File: src/rtl/serial_frame_rx.sv
// ---------------------------------------------------------------------------
// serial_frame_rx
//
// Purpose:
//   Receives asynchronous-style serial frames one bit per bit_en strobe.
//   Frame: start bit (0), WIDTH data bits, optional even-parity bit, stop
//   bit (1). The received word is presented on Q with a valid/ready
//   handshake. Framing, parity and overrun problems are flagged by
//   single-cycle pulses.
//
// Configuration:
//   SERIAL_FRAME_RX_PARITY_EN - when defined, an even-parity bit follows
//   the data bits. When undefined there is no parity state and parity_err
//   is tied low. The port list is the same in both builds.
//
// Parameters:
//   WIDTH      - data bits per frame (2..16)
//
// Ports:
//   clk        - single clock, rising edge
//   reset      - asynchronous, active-high reset
//   sin        - serial line, idles high
//   bit_en     - bit strobe; sin is sampled only when this is 1
//   msb_first  - bit order of the next frame (0 = LSB first, 1 = MSB first)
//   Q          - received parallel word
//   valid      - Q holds a word not yet accepted
//   ready      - consumer accepts Q when valid and ready are both 1
//   frame_err  - one-cycle pulse: stop bit was 0
//   parity_err - one-cycle pulse: parity mismatch, word discarded
//   overrun    - one-cycle pulse: frame completed while Q was still held
//   busy       - receiver is inside a frame
// ---------------------------------------------------------------------------
module serial_frame_rx #(
  parameter int WIDTH = 4
) (
  input  logic             clk,
  input  logic             reset,
  input  logic             sin,
  input  logic             bit_en,
  input  logic             msb_first,
  output logic [WIDTH-1:0] Q,
  output logic             valid,
  input  logic             ready,
  output logic             frame_err,
  output logic             parity_err,
  output logic             overrun,
  output logic             busy
);

  localparam int CW = $clog2(WIDTH);

`ifdef SERIAL_FRAME_RX_PARITY_EN
  typedef enum logic [1:0] {
    IDLE   = 2'd0,
    DATA   = 2'd1,
    PARITY = 2'd2,
    STOP   = 2'd3
  } state_t;
`else
  typedef enum logic [1:0] {
    IDLE = 2'd0,
    DATA = 2'd1,
    STOP = 2'd2
  } state_t;
`endif

  state_t           state, state_n;
  logic [CW-1:0]    cnt, cnt_n;
  logic [WIDTH-1:0] sr, sr_n;
  logic             msb_lat, msb_lat_n;
  logic [WIDTH-1:0] q_r, q_n;
  logic             valid_r, valid_n;
  logic             ferr_r, ferr_n;
  logic             ovr_r, ovr_n;
  logic             complete;

`ifdef SERIAL_FRAME_RX_PARITY_EN
  logic             par_bad, par_bad_n;
  logic             perr_r, perr_n;
`endif

  // State register of the receive FSM.
  always_ff @(posedge clk or posedge reset) begin
    if (reset) begin
      state <= IDLE;
    end else begin
      state <= state_n;
    end
  end

  // Next-state and datapath decisions. Everything holds by default; the
  // handshake is evaluated every cycle, the frame logic only on strobes.
  // A completing frame sees the handshake result first, so a word accepted
  // in the same cycle makes room for the new one instead of overrunning.
  always_comb begin
    state_n   = state;
    cnt_n     = cnt;
    sr_n      = sr;
    msb_lat_n = msb_lat;
    q_n       = q_r;
    valid_n   = valid_r;
    ferr_n    = 1'b0;
    ovr_n     = 1'b0;
    complete  = 1'b0;
`ifdef SERIAL_FRAME_RX_PARITY_EN
    par_bad_n = par_bad;
    perr_n    = 1'b0;
`endif

    if (valid_r && ready) begin
      valid_n = 1'b0;
    end

    if (bit_en) begin
      case (state)
        IDLE: begin
          if (!sin) begin
            state_n   = DATA;
            cnt_n     = '0;
            msb_lat_n = msb_first;
`ifdef SERIAL_FRAME_RX_PARITY_EN
            par_bad_n = 1'b0;
`endif
          end
        end

        DATA: begin
          if (msb_lat) begin
            sr_n = {sr[WIDTH-2:0], sin};
          end else begin
            sr_n = {sin, sr[WIDTH-1:1]};
          end
          cnt_n = cnt + CW'(1);
          if (cnt == CW'(WIDTH - 1)) begin
`ifdef SERIAL_FRAME_RX_PARITY_EN
            state_n = PARITY;
`else
            state_n = STOP;
`endif
          end
        end

`ifdef SERIAL_FRAME_RX_PARITY_EN
        // Even parity: the parity bit must equal the XOR of the data bits.
        PARITY: begin
          par_bad_n = (^sr) ^ sin;
          state_n   = STOP;
        end
`endif

        // A bad stop bit wins over a parity problem and never touches Q.
        STOP: begin
          state_n = IDLE;
          if (!sin) begin
            ferr_n = 1'b1;
          end else begin
`ifdef SERIAL_FRAME_RX_PARITY_EN
            if (par_bad) begin
              perr_n = 1'b1;
            end else begin
              complete = 1'b1;
            end
`else
            complete = 1'b1;
`endif
          end
        end

        default: begin
          state_n = IDLE;
        end
      endcase
    end

    // A finished word either replaces the output or, if the old word is
    // still held and not being accepted, is dropped with an overrun.
    if (complete) begin
      if (valid_r && !ready) begin
        ovr_n = 1'b1;
      end else begin
        q_n     = sr_n;
        valid_n = 1'b1;
      end
    end
  end

  // Datapath and output registers.
  always_ff @(posedge clk or posedge reset) begin
    if (reset) begin
      cnt     <= '0;
      sr      <= '0;
      msb_lat <= 1'b0;
      q_r     <= '0;
      valid_r <= 1'b0;
      ferr_r  <= 1'b0;
      ovr_r   <= 1'b0;
    end else begin
      cnt     <= cnt_n;
      sr      <= sr_n;
      msb_lat <= msb_lat_n;
      q_r     <= q_n;
      valid_r <= valid_n;
      ferr_r  <= ferr_n;
      ovr_r   <= ovr_n;
    end
  end

`ifdef SERIAL_FRAME_RX_PARITY_EN
  // Parity tracking and its error pulse.
  always_ff @(posedge clk or posedge reset) begin
    if (reset) begin
      par_bad <= 1'b0;
      perr_r  <= 1'b0;
    end else begin
      par_bad <= par_bad_n;
      perr_r  <= perr_n;
    end
  end

  assign parity_err = perr_r;
`else
  assign parity_err = 1'b0;
`endif

  assign Q         = q_r;
  assign valid     = valid_r;
  assign frame_err = ferr_r;
  assign overrun   = ovr_r;
  assign busy      = (state != IDLE);

endmodule
File: config.mk
export PLATFORM = sky130hd
export DESIGN_NAME = serial_frame_rx
export DESIGN_NICKNAME = d
export VERILOG_FILES = /design/src/rtl/serial_frame_rx.sv
export SDC_FILE = /design/constraint.sdc
export NUM_CORES = 1
export LEC_CHECK = 0
export ABC_CLOCK_PERIOD_IN_PS = 1960
export CAP_MARGIN = 20
export CELL_PAD_IN_SITES_DETAIL_PLACEMENT = 0
export CELL_PAD_IN_SITES_GLOBAL_PLACEMENT = 2
export CORE_UTILIZATION = 33
export CTS_CLUSTER_SIZE = 24
export DETAILED_ROUTE_END_ITERATION = 6
export GPL_TIMING_DRIVEN = 0
export PLACE_DENSITY = 0.76
export SYNTH_ARGS = -nofsm -noshare
export SYNTH_HDL_FRONTEND = slang
export SYNTH_SLANG_ARGS = --single-unit
File: constraint.sdc
create_clock -name clk -period 1.96 [get_ports clk]
set_input_delay 0.588 -clock clk [delete_from_list [all_inputs] [get_ports clk]]
set_output_delay 0.588 -clock clk [all_outputs]
set_load 0.005 [all_outputs]
After elaboration in Yosys (flattened, before gate mapping) --
Index checks and enable logic that the tools add are counted.
Operators by class: add/subtract/negate cells 1, eq/ne operators 5, muxes and demuxes 19, bitwise operators 2, reduce and logical (&&, ||, !) cells 10
Operator list (number):
- $mux W4 | 3
- $mux W1 | 11
- $reduce_and A3 Y1 | 3
- $pmux W2 S2 | 2
- $mux W2 | 3
- $eq A2 B2 Y1 const B | 2
- $ne A2 B2 Y1 const B | 2
- $reduce_bool A2 Y1 | 2
- $add A2 B1 Y2 const B | 1
- $eq A2 B1 Y1 const B | 1
- $logic_and A1 B1 Y1 | 2
- $logic_not A2 Y1 | 1
- $not A1 Y1 | 2
- $reduce_and A2 Y1 | 1
- $logic_not A1 Y1 | 1
Word-level totals: bits in registers 16, input port bits 6, output and inout bits 9, logic and storage cells 45

Depth between registers and ports, before layout --
Gate-level depths: netlist of the first run.
depth after elaboration 4, depth in mapped cells 4, depth with buffers taken out 4

Worst setup path before layout of the first run --
No wires, ideal clock.
path type input -> register, start in bit_en, end reg q_r[0], in the netlist Q[0], library setup time 0.125 ns, arrival 1.419 ns, data required time 1.835 ns, slack 0.416 ns, stages on the path 4, buffers on the path 1, cell sequence and3b_1 buf_6 mux2_4 mux2_4
On the way: elaborated cells on any way between the ends 3, classes of those cells mux: 2; reduce/logical: 1
RTL lines:
- start: declaration | line 39 | input logic bit_en,
- $mux W4 | line 114 | if (bit_en) begin
- net sr_n[0] | line 69 | logic [WIDTH-1:0] sr, sr_n;
- end signal: assignment | line 201 | q_r <= q_n;
- end: declaration | line 71 | logic [WIDTH-1:0] q_r, q_n;
The timed path passes the listed nets, and every way through them passes these cells. A chain may end at the register's enable or synchronous reset.

Final worst setup path of the first run --
start in sin, end reg q_r[2], in the netlist Q[2]
On the way: word-level cells in the longest chain between the ends 4
RTL lines:
- start: declaration | line 38 | input logic sin,
- $mux W1 | line 154 | if (!sin) begin
- $mux W1 | line 115 | case (state)
- $mux W1 | line 114
- $reduce_and A2 Y1 (no line)
No other way between the ends.

==> flow_summary.yaml, run 1 <==
synthesis:
  synth_top_area_share_pct: 53.6
  synth.distinct_cells: 25
  synth_seq_cells: 16
  ys_warn_count: 0
  synth_cells: 54
  synth_edf_count: 0
  async_reset_ff_share_pct: 100
  synthTopCellsByArea: "dfrtp_1 (54%), mux2_4 (16%), mux2_2 (7.5%)"
  synth.avg_cell_area_um2: 13.8
  syn_nets: 61
  dominantRegCellSynth: "dfrtp_1"
  yosysTopAreaCell: "dfrtp_1"
  synth.most_common_cell: "dfrtp_1"
  synth_area_um2: 747
  yosys-top-cells-count: "dfrtp_1 (16), mux2_4 (8), mux2_2 (5), inv_1 (4)"
  synth_sequential_area_ratio_pct: 53.6
critical_path:
  crit_path_cell_trace: "clkdlybuf4s50_1 -> nand4b_1 -> and2b_1 -> mux2_4"
  crit_fanout: 6
  cp_slowest_stage_delay_ns: 0.59
  worstSetupEndpointType: "register"
  required_ns: 2.14
  cp-start-kind: "input port"
  rrSetupSlack_ns: 0.36
  critPathKind: "input port to register"
  crit_slowest_cell: "clkdlybuf4s50_1"
  worstPathArrival_ns: 2.06
  r2r_end: "Q[2]$_DFFE_PP0P_"
  r2r_start: "state[1]$_DFFE_PP0P_"
  r2r_cells: 5
power:
  p_seq_share_pct: 42.0
  ir_drop_v: 0.000634
  powerDensity_mw_per_mm2: 1300
  p_sw_w: 0.000354
  power_frac_comb_pct: 40.6
  internal-power_w: 0.000904
  clkPwrFrac_pct: 17.4
  swShare_pct: 28.2
  leakage_nw: 0.461
clock_tree:
  clock_path_buffers: 2
  cts_tree: "yes"
  cts_hold_buf: 0
  cts_root_buf: "clkbuf_4"
  numCtsBuffers: 3
  clock_latency_ns: 0.28
  cts_sinks: 16
  cts.reportedPaths.clkPinSlew_ns: 0.10
  cts-htree-levels: 1
global_route:
  grt_pass1_wl_mm: 2.21
  grt_overflow: 0
  grt_antenna_before_repair: 0
  track_usage_pct: 11.9
  grt_max_degree: 17
  grt_pass1_vias: 477
worst_hold_path:
  whs_path_depth: 1
  hp-start: "cnt[1]$_DFFE_PP0P_"
  hold_path_class: "register to register"
  hold_end: "cnt[1]$_DFFE_PP0P_"
placement:
  hpwl_um: 822
  port_buffers: 13
  gp_congestion: 0.621
  place_area_um2: 911
final_layout:
  antenna-diode-count: 0
  nNetsFinal: 81
  area_delta_synth_final_pct: 29.1
  drive_gt1_share_pct: 31.5
  nFillCells: 200
  fin_area_um2: 965
die:
  start_util_pct: 36.6
  die_area_mm2: 0.00246
  die_h_um: 49.6
  std_cell_rows: 16
  die_x_um: 49.6
  core_area_mm2: 0.00204
  pin_count: 15
timing:
  finalCritPeriodShare_pct: 96.2
  finClkSkew_ns: 0.00400
  setup_tns_ns: 0
  hold_viol: 0
  worst_pin_slew_ns: 0.605
  fin_crit_ns: 1.89
  maxSlewViolCount: 0
  setup_viol: 0
  rsz0062_at_grt: "no"
  clock.fmax_mhz: 530
  relSlewSlack_pct: 59.6
  holdWs_ns: 0.514
route:
  drt_iter0_markers: 4
  vias: 452
  wire_per_inst_um: 12.1
  detail-route-antenna-nets: 0
  viasPerCell: 4.52
  dr.pass1.iters: 4
  drc: 0
  routed_wl_mm: 1.21
run:
  drv_cap: 0
status:
  outcome: "finished clean"
-- layout make-up --
cell class | count | area (um2) | area share (%)
clock buffer | 4 | 36.3 | 3.76
multi-input combinational | 32 | 313 | 32.4
inverter | 4 | 15.0 | 1.56
buffer | 2 | 18.8 | 1.95
timing repair buffer | 15 | 146 | 15.2
sequential | 16 | 402 | 41.6
tap | 27 | 33.8 | 3.50
-- sequential cells by signal (all words and copies together) (netlist names) --
signal / flops
cnt: 2
Q: 4
frame_err: 1
valid: 1
overrun: 1
sr: 4
state: 2
msb_lat: 1
-- worst max path at each step --
stage,cells past startpoint,endpoint,startpoint
finish,4,Q[2]$_DFFE_PP0P_,sin
global route,4,Q[3]$_DFFE_PP0P_,sin
CTS,5,Q[3]$_DFFE_PP0P_,bit_en
detailed placement,5,Q[1]$_DFFE_PP0P_,bit_en
global placement,4,Q[2]$_DFFE_PP0P_,sin
floorplan,4,Q[0]$_DFFE_PP0P_,bit_en
-- per-layer routing --
layer	global-route usage, %	vias up	wire [um]	part of all wire, %
li1	-	222	-	-
met1	17.6	222	655	54
met2	17.3	8	509	42
met3	3.09	0	48	4.0
met4	2.86	0	0	0
met5	0	-	0	0
-- cells by family after synthesis --
family	count (synthesis)	share of synthesized area (%)
buffers and inverters	6	4.52
and+or+nand+nor	11	9.38
muxes	15	26.5
adders and majority gates	1	1.67
other	1	0.502
AOI/OAI and AO/OA	4	3.85
DFF	16	53.6
-- through the flow --
step | power, W | util, % | std cells | setup slack (ns)
5_1_grt | 0.00134 | 47.2 | 100 | 0.0106
4_1_cts | 0.00127 | 47.1 | 100 | 0.0620
3_3_place_gp | 0.00102 | 44.6 | 94 | -0.241
3_5_place_dp | 0.00103 | 44.6 | 94 | -0.244
6_report | 0.00126 | 47.2 | 100 | 0.0737
2_1_floorplan | 0.000875 | - | 54 | 0.416
-- worst max-delay path, delay by kind of cell --
family,cells,cell delay [ns]
multiplexers,1,0.33
buffers and inverters,1,0.59
AND/OR/NAND/NOR,2,0.55
-- power by group through the flow --
stage	Sequential, W	Combinational [W]	Clock [W]
3_5_place_dp	0.000550	0.000476	0
4_1_cts	0.000529	0.000514	0.000227
5_1_grt	0.000543	0.000562	0.000239
2_1_floorplan	0.000528	0.000347	0
6_report	0.000529	0.000511	0.000218
3_3_place_gp	0.000550	0.000471	0
-- timing repair --
action	4_1_cts	5_1_grt
endpoints found under the setup margin	1	4
resized for setup	2	1
setup buffers	2	0
gates cloned	0	0
-- cells in the final DEF (no fill, tap or decap), types with 3 or more instances in the layout --
master and count:
inv_1 4, clkdlybuf4s50_1 11, clkbuf_4 3, mux2_4 8, dfrtp_1 15, mux2_2 5, buf_4 3
(Power assumes the default switching activity.)
==> run 2, diff against run 1 <==
--- a/config.mk
+++ b/config.mk
@@ -5,7 +5,7 @@
 export SDC_FILE = /design/constraint.sdc
 export NUM_CORES = 1
 export LEC_CHECK = 0
-export ABC_CLOCK_PERIOD_IN_PS = 1960
+export ABC_CLOCK_PERIOD_IN_PS = 2100
 export CAP_MARGIN = 20
 export CELL_PAD_IN_SITES_DETAIL_PLACEMENT = 0
 export CELL_PAD_IN_SITES_GLOBAL_PLACEMENT = 2
==> constraint.sdc (replaced) <==
create_clock -name clk -period 2.1 [get_ports clk]
set_input_delay 0.63 -clock clk [delete_from_list [all_inputs] [get_ports clk]]
set_output_delay 0.63 -clock clk [all_outputs]
set_load 0.005 [all_outputs]
==> flow_summary.yaml, run 2 (same netlist as run 1, synthesis figures left out) <==
final_layout:
  final_common_cell: "dfrtp_1"
  final_cell_mix: "dfrtp_1 (14), clkdlybuf4s50_1 (13), mux2_4 (8), mux2_2 (5), inv_1 (4)"
  antenna-diode-count: 0
  area_delta_synth_final_pct: 29.1
  utilization_pct: 47.2
  drive_gt1_share_pct: 32.9
  nNetsFinal: 81
  nFillCells: 207
die:
  pin_count: 15
  die_x_um: 49.6
  die_area_mm2: 0.00246
  die_h_um: 49.6
  core_area_mm2: 0.00204
  start_util_pct: 36.6
  std_cell_rows: 16
critical_path:
  worst_path_dominant_cell_family: "flip-flops"
  cp_slowest_stage_delay_ns: 0.45
  crit_cells: 2
  r2r_start: "state[1]$_DFFE_PP0P_"
  crit_fanout: 7
  rrSetupSlack_ns: 0.50
  r2r_end: "Q[2]$_DFFE_PP0P_"
  cp-start-kind: "register"
  worstPathArrival_ns: 1.41
  r2r_cells: 5
  worstSetupEndpointType: "primary output"
  critPathKind: "register to primary output"
  required_ns: 1.47
  crit_slowest_cell: "dfrtp_2"
  crit_path_cell_trace: "or2_1 -> clkdlybuf4s50_1"
  path_buf_inv: 1
run:
  drv_cap: 0
worst_hold_path:
  hold_path_class: "register to register"
  hold_end: "cnt[1]$_DFFE_PP0P_"
  whs_path_depth: 1
  hp-start: "cnt[1]$_DFFE_PP0P_"
global_route:
  grt_overflow: 0
  grt_pass1_vias: 461
  track_usage_pct: 11.6
  grt_pass1_wl_mm: 2.14
  grt_antenna_before_repair: 0
  grt_max_degree: 17
status:
  outcome: "finished clean"
timing:
  finalCritPeriodShare_pct: 97.0
  hold_viol: 0
  holdWs_ns: 0.514
  relSlewSlack_pct: 59.7
  setup_viol: 0
  finClkSkew_ns: 0.00623
  fin_crit_ns: 2.04
  maxSlewViolCount: 0
  clock.fmax_mhz: 491
  worst_pin_slew_ns: 0.604
power:
  leakage_nw: 0.451
  powerDensity_mw_per_mm2: 1220
  ir_drop_v: 0.000591
  finalPower_w: 0.00118
route:
  routed_wl_mm: 1.20
  vias: 461
  dr.pass1.iters: 4
  drt_iter0_markers: 5
  viasPerCell: 4.61
  drc: 0
  wire_per_inst_um: 12.0
  detail-route-antenna-nets: 0
clock_tree:
  clock_path_buffers: 2
  cts_tree: "yes"
  cts_sinks: 16
  numCtsBuffers: 3
  cts_hold_buf: 0
  clock_latency_ns: 0.28
  cts.reportedPaths.clkPinSlew_ns: 0.09
  cts-htree-levels: 1
  cts_root_buf: "clkbuf_4"
placement:
  gp_congestion: 0.621
  port_buffers: 13
  hpwl_um: 822
run 2: changes by cell type in the layout (fill, tap and decap cells not counted), sizes merged:
cell | before | now
dlymetal6s2s | 1 | 0
dlygate4sd2 | 1 | 0
clkdlybuf4s50 | 11 | 13
run 2: worst max-delay path by stage:
stage,startpoint,to,slack (ns)
after floorplan,bit_en,Q[0]$_DFFE_PP0P_,0.51
after global placement,sin,Q[2]$_DFFE_PP0P_,-0.14
after detailed placement,bit_en,Q[1]$_DFFE_PP0P_,-0.15
after CTS,state[1]$_DFFE_PP0P_,busy,0.02
after global routing,state[0]$_DFFE_PP0P_,busy,-0.006
final,state[0]$_DFFE_PP0P_,busy,0.06
run 2: cell type report:
| class | count | area [um2] | area share (%) |
|---|---|---|---|
| clock buffers | 4 | 36.3 | 3.76 |
| well taps | 27 | 33.8 | 3.50 |
| repair buffers | 15 | 145 | 15.0 |
| multi-input cells | 32 | 313 | 32.4 |
| inverters | 4 | 15.0 | 1.56 |
| plain buffers | 2 | 18.8 | 1.95 |
| flip-flops and latches | 16 | 403 | 41.8 |
run 2: report_power, final:
part / total, W / switching (W) / internal, W
Combinational: 0.000471 / 0.000147 / 0.000324
Sequential: 0.000505 / 0.0000840 / 0.000421
Clock: 0.000203 / 0.0000973 / 0.000105
Total: 0.00118 / 0.000328 / 0.000851
run 2: timing repair:
| action | 4_1_cts | 5_1_grt |
|---|---|---|
| buffers inserted | 0 | 2 |
| gates cloned | 0 | 0 |
| resized for setup | 1 | 1 |
| endpoints found under the setup margin | 1 | 1 |
run 2: per-layer routing:
metal  vias to the layer above  track usage (%)  part of all wire [%]
li1                        222                -                     -
met1                       223             17.0                    52
met2                        16             16.7                    43
met3                         0             3.09                   5.0
met4                         0             2.86                     0
met5                         -                0                     0
run 2: through the flow:
stage / setup TNS, ns / cell area, um2 / std cells / setup slack (ns)
CTS: 0 / 948 / 98 / 0.0165
floorplan: 0 / 747 / 54 / 0.514
detailed placement: -0.574 / 911 / 94 / -0.146
global placement: -0.557 / 911 / 94 / -0.143
finish: 0 / 965 / 100 / 0.0636
global route: -0.00637 / 965 / 100 / -0.00637
==> run 3, diff against run 2 <==
--- a/config.mk
+++ b/config.mk
@@ -5,13 +5,14 @@
 export SDC_FILE = /design/constraint.sdc
 export NUM_CORES = 1
 export LEC_CHECK = 0
-export ABC_CLOCK_PERIOD_IN_PS = 2100
+export ABC_CLOCK_PERIOD_IN_PS = 2300
 export CAP_MARGIN = 20
 export CELL_PAD_IN_SITES_DETAIL_PLACEMENT = 0
 export CELL_PAD_IN_SITES_GLOBAL_PLACEMENT = 2
 export CORE_UTILIZATION = 33
 export CTS_CLUSTER_SIZE = 24
 export DETAILED_ROUTE_END_ITERATION = 6
+export GPL_ROUTABILITY_DRIVEN = 0
 export GPL_TIMING_DRIVEN = 0
 export PLACE_DENSITY = 0.76
 export SYNTH_ARGS = -nofsm -noshare
==> constraint.sdc (replaced) <==
create_clock -name clk -period 2.3 [get_ports clk]
set_input_delay 0.69 -clock clk [delete_from_list [all_inputs] [get_ports clk]]
set_output_delay 0.69 -clock clk [all_outputs]
set_load 0.005 [all_outputs]
==> flow_summary.yaml, run 3 (same netlist as run 1, synthesis figures left out) <==
timing:
  clock.fmax_mhz: 467
  relSlewSlack_pct: 59.7
  setup_tns_ns: 0
  maxSlewViolCount: 0
  rsz0062_at_grt: "no"
  worst_pin_slew_ns: 0.604
  setup_viol: 0
  finalCritPeriodShare_pct: 93.2
  finClkSkew_ns: 0.00581
  fin_crit_ns: 2.14
  hold_viol: 0
  holdWs_ns: 0.513
global_route:
  grt_overflow: 0
  grt_max_degree: 17
  grt_pass1_wl_mm: 2.13
  track_usage_pct: 11.5
  grt_antenna_before_repair: 0
  grt_pass1_vias: 456
route:
  wire_per_inst_um: 11.9
  detail-route-antenna-nets: 0
  viasPerCell: 4.49
  vias: 440
  dr.pass1.iters: 4
  drt_iter0_markers: 4
  drc: 0
  routed_wl_mm: 1.17
final_layout:
  nFillCells: 206
  final-seq-area_um2: 400
  final_cell_mix: "dfrtp_1 (16), clkdlybuf4s50_1 (13), mux2_4 (8), mux2_2 (5), inv_1 (4)"
  area_delta_synth_final_pct: 26.8
  multi_input_area_um2: 313
  fin_area_um2: 947
  final_common_cell: "dfrtp_1"
  drive_gt1_share_pct: 28.2
  antenna-diode-count: 0
  nNetsFinal: 79
critical_path:
  cp-start-kind: "register"
  crit_path_cell_trace: "or2_1 -> clkdlybuf4s50_1"
  worstPathArrival_ns: 1.45
  required_ns: 1.61
  crit_slowest_cell: "dfrtp_1"
  worstSetupEndpointType: "primary output"
  crit_fanout: 7
  critPathKind: "register to primary output"
  cp_slowest_stage_delay_ns: 0.47
placement:
  port_buffers: 13
  place_area_um2: 911
  hpwl_um: 822
power:
  powerDensity_mw_per_mm2: 1110
  ir_drop_v: 0.000539
  finalPower_w: 0.00106
  leakage_nw: 0.444
clock_tree:
  cts-htree-levels: 1
  cts_tree: "yes"
  postCtsSetupBuffers: 0
  cts_sinks: 16
  cts.reportedPaths.clkPinSlew_ns: 0.09
  cts_root_buf: "clkbuf_4"
  cts_hold_buf: 0
  clock_path_buffers: 2
  ctsResizeCount: 0
  clock_latency_ns: 0.28
  numCtsBuffers: 3
die:
  start_util_pct: 36.6
  die_h_um: 49.6
  pin_count: 15
  die_area_mm2: 0.00246
  die_x_um: 49.6
  core_area_mm2: 0.00204
  std_cell_rows: 16
worst_hold_path:
  hold_path_class: "register to register"
run:
  drv_cap: 0
status:
  outcome: "finished clean"
## run 3: cell count changes in the layout (fill, tap and decap cells not counted)
| cell | delta |
|---|---|
| buf_4 | -2 |
| dfrtp_2 | -2 |
| dfrtp_1 | +2 |
## run 3: routing by layer
layer	vias up	track usage, %	wire length (um)
met5	-	0	0
met4	0	2.86	0
met3	0	3.09	51
met2	10	16.4	491
met1	213	17.0	625
li1	217	-	-
## run 3: path summary, 6_finish.rpt
kind	startpoint	endpoint	slack, ns	cells after the start
min	cnt[1]$_DFFE_PP0P_	cnt[1]$_DFFE_PP0P_	0.51	1
max reg2reg	state[1]$_DFFE_PP0P_	Q[2]$_DFFE_PP0P_	0.78	4
max in group asynchronous	reset	cnt[1]$_DFFE_PP0P_	1.13	2
max	state[1]$_DFFE_PP0P_	busy	0.16	2
min reg2reg	cnt[1]$_DFFE_PP0P_	cnt[1]$_DFFE_PP0P_	0.51	1
min in group asynchronous	reset	valid$_DFF_PP0_	0.77	2
## run 3: worst max-delay path, delay by kind of cell, from the launching register on
kind / cells / cell delay, ns
DFF: 1 / 0.47
buffers and inverters: 1 / 0.44
and+or+nand+nor: 1 / 0.27
## run 3: where the power goes
part	internal, W	switching (W)
Sequential	0.000382	0.0000832
Combinational	0.000281	0.000124
Clock	0.0000961	0.0000892
Total	0.000759	0.000296
## run 3: area by class of cell
| cell class | count | area share, % |
|---|---|---|
| Inverter | 4 | 1.59 |
| Tap cell | 27 | 3.57 |
| Timing Repair Buffer | 13 | 13.7 |
| Multi-Input combinational cell | 32 | 33.0 |
| Clock buffer | 4 | 3.83 |
| Buffer | 2 | 1.98 |
| Sequential cell | 16 | 42.3 |
## run 3: metrics by stage
stage	worst slack, ns	cells	util [%]
5_1_grt	0.0859	98	46.4
3_3_place_gp	-0.00308	94	44.6
3_5_place_dp	-0.00607	94	44.6
4_1_cts	0.137	98	46.4
2_1_floorplan	0.654	54	-
6_report	0.157	98	46.4
